**src/rtl/mmu_tlb.sv**
```systemverilog
`default_nettype none
// ============================================================================
//  Module      : mmu_tlb
//  Description : Fully associative MIPS32-style joint TLB. It has a registered
//                lookup port with one cycle of latency and a CP0 management
//                port for TLBWI, TLBWR, TLBP and TLBR. It also holds an
//                internal Random counter that honours Wired.
//  Revision    : 1.0 - initial release
//
//  Ports
//    clk, rst            clock, synchronous active-high reset
//    req_*  / resp_*     lookup request (vaddr, store) and registered result
//                        (paddr, hit / refill / invalid / modified)
//    op_valid_i, op_i    management strobe and opcode:
//                        1=TLBWI, 2=TLBWR, 3=TLBP, 4=TLBR
//    index_i, wired_i    CP0 Index and Wired
//    entryhi_i, entrylo0_i, entrylo1_i
//                        CP0 write data and probe key
//    asid_i              ASID used by lookups
//    op_done_o           one-cycle pulse after a management strobe
//    probe_o             TLBP result (bit 31 = no match)
//    entryhi_o, entrylo0_o, entrylo1_o
//                        TLBR read data
//    random_o            current Random
//    perf_lookup_o, perf_refill_o
//                        performance counters
//
//  Build option
//    TLB_PERF_CNT_EN     When defined, this enables the mapped-lookup and
//                        refill counters. When it is undefined, both counter
//                        outputs are tied to 0.
// ============================================================================
module mmu_tlb #(
    parameter int ENTRIES = 16,
    parameter int IDX_W   = 4,
    parameter int ASID_W  = 8
) (
    input  logic              clk,
    input  logic              rst,
    input  logic              req_valid_i,
    input  logic [31:0]       req_vaddr_i,
    input  logic              req_store_i,
    output logic              resp_valid_o,
    output logic [31:0]       resp_paddr_o,
    output logic              resp_hit_o,
    output logic              resp_refill_o,
    output logic              resp_invalid_o,
    output logic              resp_modified_o,
    input  logic              op_valid_i,
    input  logic [2:0]        op_i,
    input  logic [31:0]       index_i,
    input  logic [31:0]       wired_i,
    input  logic [31:0]       entryhi_i,
    input  logic [31:0]       entrylo0_i,
    input  logic [31:0]       entrylo1_i,
    input  logic [ASID_W-1:0] asid_i,
    output logic              op_done_o,
    output logic [31:0]       probe_o,
    output logic [31:0]       entryhi_o,
    output logic [31:0]       entrylo0_o,
    output logic [31:0]       entrylo1_o,
    output logic [IDX_W-1:0]  random_o,
    output logic [31:0]       perf_lookup_o,
    output logic [31:0]       perf_refill_o
);

    localparam logic [2:0] OP_TLBWI = 3'd1;
    localparam logic [2:0] OP_TLBWR = 3'd2;
    localparam logic [2:0] OP_TLBP  = 3'd3;
    localparam logic [2:0] OP_TLBR  = 3'd4;
    localparam logic [IDX_W-1:0] TOP_IDX = IDX_W'(ENTRIES - 1);

    // Entry storage. Only the present bits are reset. The payload is
    // qualified by present, so it does not need a reset.
    logic [ENTRIES-1:0] present;
    logic [ENTRIES-1:0] glb;
    logic [ENTRIES-1:0] d0, v0, d1, v1;
    logic [18:0]        vpn2 [ENTRIES];
    logic [ASID_W-1:0]  asid [ENTRIES];
    logic [19:0]        pfn0 [ENTRIES];
    logic [19:0]        pfn1 [ENTRIES];
    logic [2:0]         c0   [ENTRIES];
    logic [2:0]         c1   [ENTRIES];

    logic [IDX_W-1:0] rnd;
    assign random_o = rnd;

    // ------------------------------------------------------------------
    // Associative match. The loop runs downward so the lowest index wins.
    // ------------------------------------------------------------------
    logic             lk_match, pr_match;
    logic [IDX_W-1:0] lk_idx, pr_idx;

    always_comb begin
        lk_match = 1'b0;
        lk_idx   = '0;
        pr_match = 1'b0;
        pr_idx   = '0;
        for (int i = ENTRIES - 1; i >= 0; i--) begin
            if (present[i] && vpn2[i] == req_vaddr_i[31:13] &&
                (glb[i] || asid[i] == asid_i)) begin
                lk_match = 1'b1;
                lk_idx   = IDX_W'(i);
            end
            if (present[i] && vpn2[i] == entryhi_i[31:13] &&
                (glb[i] || asid[i] == entryhi_i[ASID_W-1:0])) begin
                pr_match = 1'b1;
                pr_idx   = IDX_W'(i);
            end
        end
    end

    // kseg0/kseg1 (0x8000_0000..0xBFFF_FFFF) bypass the TLB.
    logic        unmapped;
    logic        pg_v, pg_d;
    logic [19:0] pg_pfn;
    logic        nxt_hit, nxt_refill, nxt_invalid, nxt_modified;
    logic [31:0] nxt_paddr;

    assign unmapped = (req_vaddr_i[31:30] == 2'b10);
    assign pg_v     = req_vaddr_i[12] ? v1[lk_idx]   : v0[lk_idx];
    assign pg_d     = req_vaddr_i[12] ? d1[lk_idx]   : d0[lk_idx];
    assign pg_pfn   = req_vaddr_i[12] ? pfn1[lk_idx] : pfn0[lk_idx];

    always_comb begin
        nxt_hit      = 1'b0;
        nxt_refill   = 1'b0;
        nxt_invalid  = 1'b0;
        nxt_modified = 1'b0;
        nxt_paddr    = '0;
        if (unmapped) begin
            nxt_hit   = 1'b1;
            nxt_paddr = req_vaddr_i[29] ? {3'b000, req_vaddr_i[28:0]}
                                        : {1'b0, req_vaddr_i[30:0]};
        end else if (!lk_match) begin
            nxt_refill = 1'b1;
        end else if (!pg_v) begin
            nxt_invalid = 1'b1;
        end else if (req_store_i && !pg_d) begin
            nxt_modified = 1'b1;
        end else begin
            nxt_hit   = 1'b1;
            nxt_paddr = {pg_pfn, req_vaddr_i[11:0]};
        end
    end

    always_ff @(posedge clk) begin
        if (rst) begin
            resp_valid_o    <= 1'b0;
            resp_paddr_o    <= '0;
            resp_hit_o      <= 1'b0;
            resp_refill_o   <= 1'b0;
            resp_invalid_o  <= 1'b0;
            resp_modified_o <= 1'b0;
        end else begin
            resp_valid_o    <= req_valid_i;
            resp_paddr_o    <= req_valid_i ? nxt_paddr : 32'd0;
            resp_hit_o      <= req_valid_i & nxt_hit;
            resp_refill_o   <= req_valid_i & nxt_refill;
            resp_invalid_o  <= req_valid_i & nxt_invalid;
            resp_modified_o <= req_valid_i & nxt_modified;
        end
    end

    // ------------------------------------------------------------------
    // Management port
    // ------------------------------------------------------------------
    logic             wr_en;
    logic [IDX_W-1:0] wr_idx, rd_idx;
    logic [31:0]      rd_hi, rd_lo0, rd_lo1;

    assign wr_en  = op_valid_i && !rst && (op_i == OP_TLBWI || op_i == OP_TLBWR);
    assign wr_idx = (op_i == OP_TLBWI) ? index_i[IDX_W-1:0] : rnd;
    assign rd_idx = index_i[IDX_W-1:0];

    always_comb begin
        rd_hi                = '0;
        rd_hi[31:13]         = vpn2[rd_idx];
        rd_hi[ASID_W-1:0]    = asid[rd_idx];
        rd_lo0               = {6'b0, pfn0[rd_idx], c0[rd_idx], d0[rd_idx], v0[rd_idx], glb[rd_idx]};
        rd_lo1               = {6'b0, pfn1[rd_idx], c1[rd_idx], d1[rd_idx], v1[rd_idx], glb[rd_idx]};
    end

    always_ff @(posedge clk) begin
        if (rst) begin
            present <= '0;
        end else if (wr_en) begin
            present[wr_idx] <= 1'b1;
        end
    end

    always_ff @(posedge clk) begin
        if (wr_en) begin
            vpn2[wr_idx] <= entryhi_i[31:13];
            asid[wr_idx] <= entryhi_i[ASID_W-1:0];
            glb[wr_idx]  <= entrylo0_i[0] & entrylo1_i[0];
            pfn0[wr_idx] <= entrylo0_i[25:6];
            c0[wr_idx]   <= entrylo0_i[5:3];
            d0[wr_idx]   <= entrylo0_i[2];
            v0[wr_idx]   <= entrylo0_i[1];
            pfn1[wr_idx] <= entrylo1_i[25:6];
            c1[wr_idx]   <= entrylo1_i[5:3];
            d1[wr_idx]   <= entrylo1_i[2];
            v1[wr_idx]   <= entrylo1_i[1];
        end
    end

    always_ff @(posedge clk) begin
        if (rst) begin
            op_done_o  <= 1'b0;
            probe_o    <= 32'h8000_0000;
            entryhi_o  <= '0;
            entrylo0_o <= '0;
            entrylo1_o <= '0;
        end else begin
            op_done_o <= op_valid_i;
            if (op_valid_i && op_i == OP_TLBP) begin
                probe_o <= pr_match ? {{(32-IDX_W){1'b0}}, pr_idx} : 32'h8000_0000;
            end
            if (op_valid_i && op_i == OP_TLBR) begin
                entryhi_o  <= rd_hi;
                entrylo0_o <= rd_lo0;
                entrylo1_o <= rd_lo1;
            end
        end
    end

    // Random: it counts down and wraps to the top once it reaches Wired or
    // zero. Wired at or beyond the depth pins it at the top.
    always_ff @(posedge clk) begin
        if (rst) begin
            rnd <= TOP_IDX;
        end else if (wired_i[IDX_W]) begin
            rnd <= TOP_IDX;
        end else if ({1'b0, rnd} <= wired_i[IDX_W:0] || rnd == '0) begin
            rnd <= TOP_IDX;
        end else begin
            rnd <= rnd - 1'b1;
        end
    end

`ifdef TLB_PERF_CNT_EN
    logic [31:0] perf_lookup_cnt, perf_refill_cnt;

    always_ff @(posedge clk) begin
        if (rst) begin
            perf_lookup_cnt <= '0;
            perf_refill_cnt <= '0;
        end else begin
            if (req_valid_i && !unmapped) perf_lookup_cnt <= perf_lookup_cnt + 32'd1;
            if (req_valid_i && nxt_refill) perf_refill_cnt <= perf_refill_cnt + 32'd1;
        end
    end

    assign perf_lookup_o = perf_lookup_cnt;
    assign perf_refill_o = perf_refill_cnt;
`else
    assign perf_lookup_o = '0;
    assign perf_refill_o = '0;
`endif

    // Register bits that the CP0 formats define but this TLB does not use.
    logic unused_bits;
    assign unused_bits = ^{index_i[31:IDX_W], wired_i[31:IDX_W+1], entryhi_i[12:ASID_W],
                           entrylo0_i[31:26], entrylo1_i[31:26]};

endmodule
`default_nettype wire

```
**config.mk**
```make
export PLATFORM = sky130hd
export DESIGN_NAME = mmu_tlb
export DESIGN_NICKNAME = d
export VERILOG_FILES = /design/src/rtl/mmu_tlb.sv
export SDC_FILE = /design/constraint.sdc
export NUM_CORES = 2
export LEC_CHECK = 0
export BUFFER_PORTS_ARGS = -buffer_cell sky130_fd_sc_hd__buf_2
export CAP_MARGIN = 20
export CORE_ASPECT_RATIO = 1.75
export CORE_UTILIZATION = 41
export CTS_CLUSTER_SIZE = 20
export DETAILED_ROUTE_END_ITERATION = 8
export SYNTH_ARGS = -nofsm -noshare
export SYNTH_HDL_FRONTEND = slang
export SYNTH_SLANG_ARGS = --single-unit
```
**constraint.sdc**
```tcl
create_clock -name clk -period 7.15 [get_ports clk]
set_input_delay 0.715 -clock clk [delete_from_list [all_inputs] [get_ports clk]]
set_output_delay 0.715 -clock clk [all_outputs]
set_load 0.05 [all_outputs]
```
==> reports/summary.txt <==
================================================================================
Core area ......................................................... 172,000 sq um
Ys async rst share ................................................            0
Fmax ..............................................................      173 MHz
Status ............................................................ complete, no violations
Clock network power share .........................................        0.431
Number of resized instances in the post-cts repair step ...........            0
Ratio of total power to cell area .................................  229 nW/um^2
Post-synth EDFFs ..................................................        1,248
Worst skew pair latency ...........................................      0.83 ns
R2R cell count ....................................................           14
Worst clock skew ..................................................    0.0763 ns
Setup TNS .........................................................         0 ns
Number of synthesized register bits ...............................        1,389
Max IR drop VDD ...................................................   0.000184 V
Met3 routed WL ....................................................      21.5 mm
Post-DP Area ...................................................... 74,800 sq um
Fraction of synthesized cell area taken by the top area cell type .        0.529
Crit path max fanout ..............................................           31
Wl on met1 ........................................................      91.0 mm
First-pass DRT Iterations .........................................            6
Number of design rule violations left after detail routing ........            0
Internal power consumption ........................................    13,900 uW
Mapped Area ....................................................... 70,800 sq um
Post-Syn Instances ................................................        4,769
Total routed wirelength ...........................................       269 mm
Class of the tightest hold or removal check ....................... primary input to flop
Combinational group share of total power ..........................        0.081
TritonCTS clock tree ..............................................        built
Final Net Count ...................................................        5,254
Worst hold path depth .............................................            2
Count of antenna-violating nets left after detailed routing .......            0
Initial antenna violation count ...................................           51
PortBufs ..........................................................          261
Placed wire-length estimate after detailed placement ..............       175 mm
Endpoints failing hold ............................................            0
Syn-to-layout area delta ..........................................        12.5%
Worst-case headroom to the max-slew limit .........................        0.252
Critical path type ................................................ flop to flop
Total length of routed met2 wires .................................       129 mm
Share of synthesized area occupied by flip-flops and latches ......        0.569
Count of non-filler cells in the finished layout ..................        7,409
Post-Layout Inst Area ............................................. 79,700 sq um
Setup repair after global routing missed its margin ...............           no
Proportion of power drawn by flip-flops and latches ...............        0.487
Drt via density ...................................................         6.30
Largest net degree at the start of global routing .................           97
Average footprint of a synthesized cell ...........................   14.9 sq um
Dominant cell by count in the synthesized netlist ................. sky130_fd_sc_hd__edfxtp_1
Post-CTS Setup Inserts ............................................            0
Transition time at the pin with the least slew margin .............      1.11 ns
Minimum clock period ..............................................      5.77 ns
Cell accounting for the most synthesized area ..................... sky130_fd_sc_hd__edfxtp_1
Crit path capture type ............................................         flop
Most area-consuming cells after synthesis ......................... sky130_fd_sc_hd__edfxtp_1 53%, sky130_fd_sc_hd__mux4_2 13%, sky130_fd_sc_hd__xor2_1 8.0%, sky130_fd_sc_hd__dfxtp_1 4.0%, sky130_fd_sc_hd__mux2i_1 3.4%
Initial DRC Count .................................................        4,720
Via count .........................................................       46,700
Share of layout cells above drive strength 1 ......................        0.233
Ratio of final minimum period to clock period .....................        0.806
Ys flop type ...................................................... sky130_fd_sc_hd__edfxtp_1
GRT Util Overall ..................................................        0.306
Cts-stage hold buffer count .......................................            0
First-pass GRT wire length ........................................       368 mm
Site row count ....................................................          201
RD Place Congestion ...............................................         1.08
Initial Util ......................................................        0.413
Number of buffers created by CTS ..................................          145
Die height ........................................................       552 um
Switching power ...................................................      4370 uW
Number of global-route vias before repair .........................       47,400
Fraction of the core area covered by cells at the end of the flow .        0.465
TritonCTS Sinks ...................................................        1,389
Number of ports placed on the die boundary ........................          442
Placed cell count .................................................        7,125
Final setup violation count .......................................            0
Worst endpoint data arrival time ..................................      6.49 ns
Width of the die ..................................................       316 um
Top Layer Used ....................................................         met5
Count of H-tree levels built during CTS ...........................            4
Kind of start point of the critical path ..........................         flop
Leakage component of the power ....................................    0.0258 uW
Count of distinct cell types in the synthesized netlist ...........           78
List of most frequent post-synthesis cells ........................ 1,248 x sky130_fd_sc_hd__edfxtp_1, 647 x sky130_fd_sc_hd__xor2_1, 400 x sky130_fd_sc_hd__mux4_2, 241 x sky130_fd_sc_hd__mux2i_1, 223 x sky130_fd_sc_hd__nand2_1
Switching share of total power ....................................        0.240
Clock transition at the registers of the reported paths ...........      0.06 ns
Mean routed wirelength per cell ...................................      36.3 um
Maximum clock path buffer count ...................................            4
Total of max-cap violations .......................................            0
Global route total overflow .......................................            0
Final max-slew violation count ....................................            0
Yosys warns .......................................................            0
WP data required ..................................................      7.88 ns
Total Die Area .................................................... 175,000 sq um
Cell at the root of the clock tree ................................ sky130_fd_sc_hd__clkbuf_16
================================================================================
==> cell usage in the layout, fill, tap and decap left out, drive strengths merged, types with 15 or more instances in the layout <==
master,n
edfxtp,1248
xor2,647
buf,444
mux4,400
mux2i,241
nand2,223
xnor2,220
nor4,220
clkbuf,175
a21oi,173
dfxtp,141
mux2,114
conb,108
nor2,91
nand4,86
nand3,54
a22oi,49
o21ai,49
clkinv,49
nor3,44
a211oi,39
nor2b,32
and3,30
or4,29
diode,25
and2,21
nor4b,19
bufinv,19
nand4b,18
o31ai,17
a211o,17
o2111ai,16
inv,16
o22a,15
==> registers in the layout (all words and copies together), names as in the netlist, 25 cells and up <==
| signal | count |
|---|---|
| asid | 128 |
| c0 | 48 |
| c1 | 48 |
| entryhi_o | 27 |
| entrylo0_o | 25 |
| entrylo1_o | 26 |
| pfn0 | 320 |
| pfn1 | 320 |
| resp_paddr_o | 32 |
| vpn2 | 304 |
==> final timing paths <==
| path | startpoint | to | slack [ns] |
|---|---|---|---|
| worst min register to register | entryhi_o[4] | entryhi_o[4] | 0.45 |
| worst max-delay path | asid[10][6] | resp_paddr_o[30] | 1.38 |
| worst min-delay path | req_vaddr_i[2] | resp_paddr_o[2] | 0.14 |
| worst max register to register | asid[10][6] | resp_paddr_o[30] | 1.38 |
==> final cells by class <==
type,instances,area (sq um)
Inverter,13,53.8
Clock inverter,82,973
Clock buffer,175,3840
Fill cell,15100,91800
Antenna cell,25,62.6
Multi-Input combinational cell,3048,28600
Tap cell,2233,2790
Timing Repair Buffer,444,3020
Sequential cell,1389,40300
==> worst max-delay path, stage by stage (launching register included) <==
cell                       delay (ns)
sky130_fd_sc_hd__edfxtp_1        0.45
sky130_fd_sc_hd__xor2_1          0.17
sky130_fd_sc_hd__nor4_1          0.79
sky130_fd_sc_hd__a21oi_1         0.44
sky130_fd_sc_hd__nor4_2          0.87
sky130_fd_sc_hd__nor4b_1         0.11
sky130_fd_sc_hd__a211o_1         0.36
sky130_fd_sc_hd__a21boi_4        0.34
sky130_fd_sc_hd__buf_12          0.30
sky130_fd_sc_hd__mux2i_1         0.38
sky130_fd_sc_hd__a22oi_1         0.11
sky130_fd_sc_hd__a31oi_1         0.29
sky130_fd_sc_hd__o21ai_2         0.16
sky130_fd_sc_hd__or3_1           0.56
sky130_fd_sc_hd__nor2_1          0.29
==> power groups by stage <==
stage	clock [uW]	sequential, uW	combinational (uW)
after global routing	8220	8880	1540
after CTS	7960	8880	1460
after global placement	0	9060	1440
after floorplan	0	9110	897
final	7860	8880	1480
after detailed placement	0	9060	1450
==> cells by family (layout without fill, tap and decap cells) <==
group / after synthesis / count (layout) / synth area share
XOR/XNOR: 867 / 867 / 0.107
AND/OR/NAND/NOR: 904 / 904 / 0.0707
AO/OA/AOI/OAI: 409 / 409 / 0.0374
other: 1 / 133 / 0.0000529
adder cells (fa/ha/maj): 5 / 5 / 0.000883
buffers and inverters: 439 / 714 / 0.0356
flip-flops: 1389 / 1389 / 0.569
multiplexers: 755 / 755 / 0.179
==> stage by stage <==
stage	setup WS [ns]	hold WS (ns)	power, uW
2_1_floorplan	0.945	0.477	10000
3_3_place_gp	1.08	0.442	10500
3_5_place_dp	1.07	0.444	10500
4_1_cts	1.63	0.101	18300
5_1_grt	1.30	0.117	18600
6_report	1.38	0.136	18200
==> routing by layer <==
metal / global-route usage / vias to the layer above
met2: 0.504 / 2692
met3: 0.0663 / 1032
li1: - / 18900
met1: 0.334 / 24000
met5: 0 / -
met4: 0.259 / 50
Power figures use the tool's default switching activity.
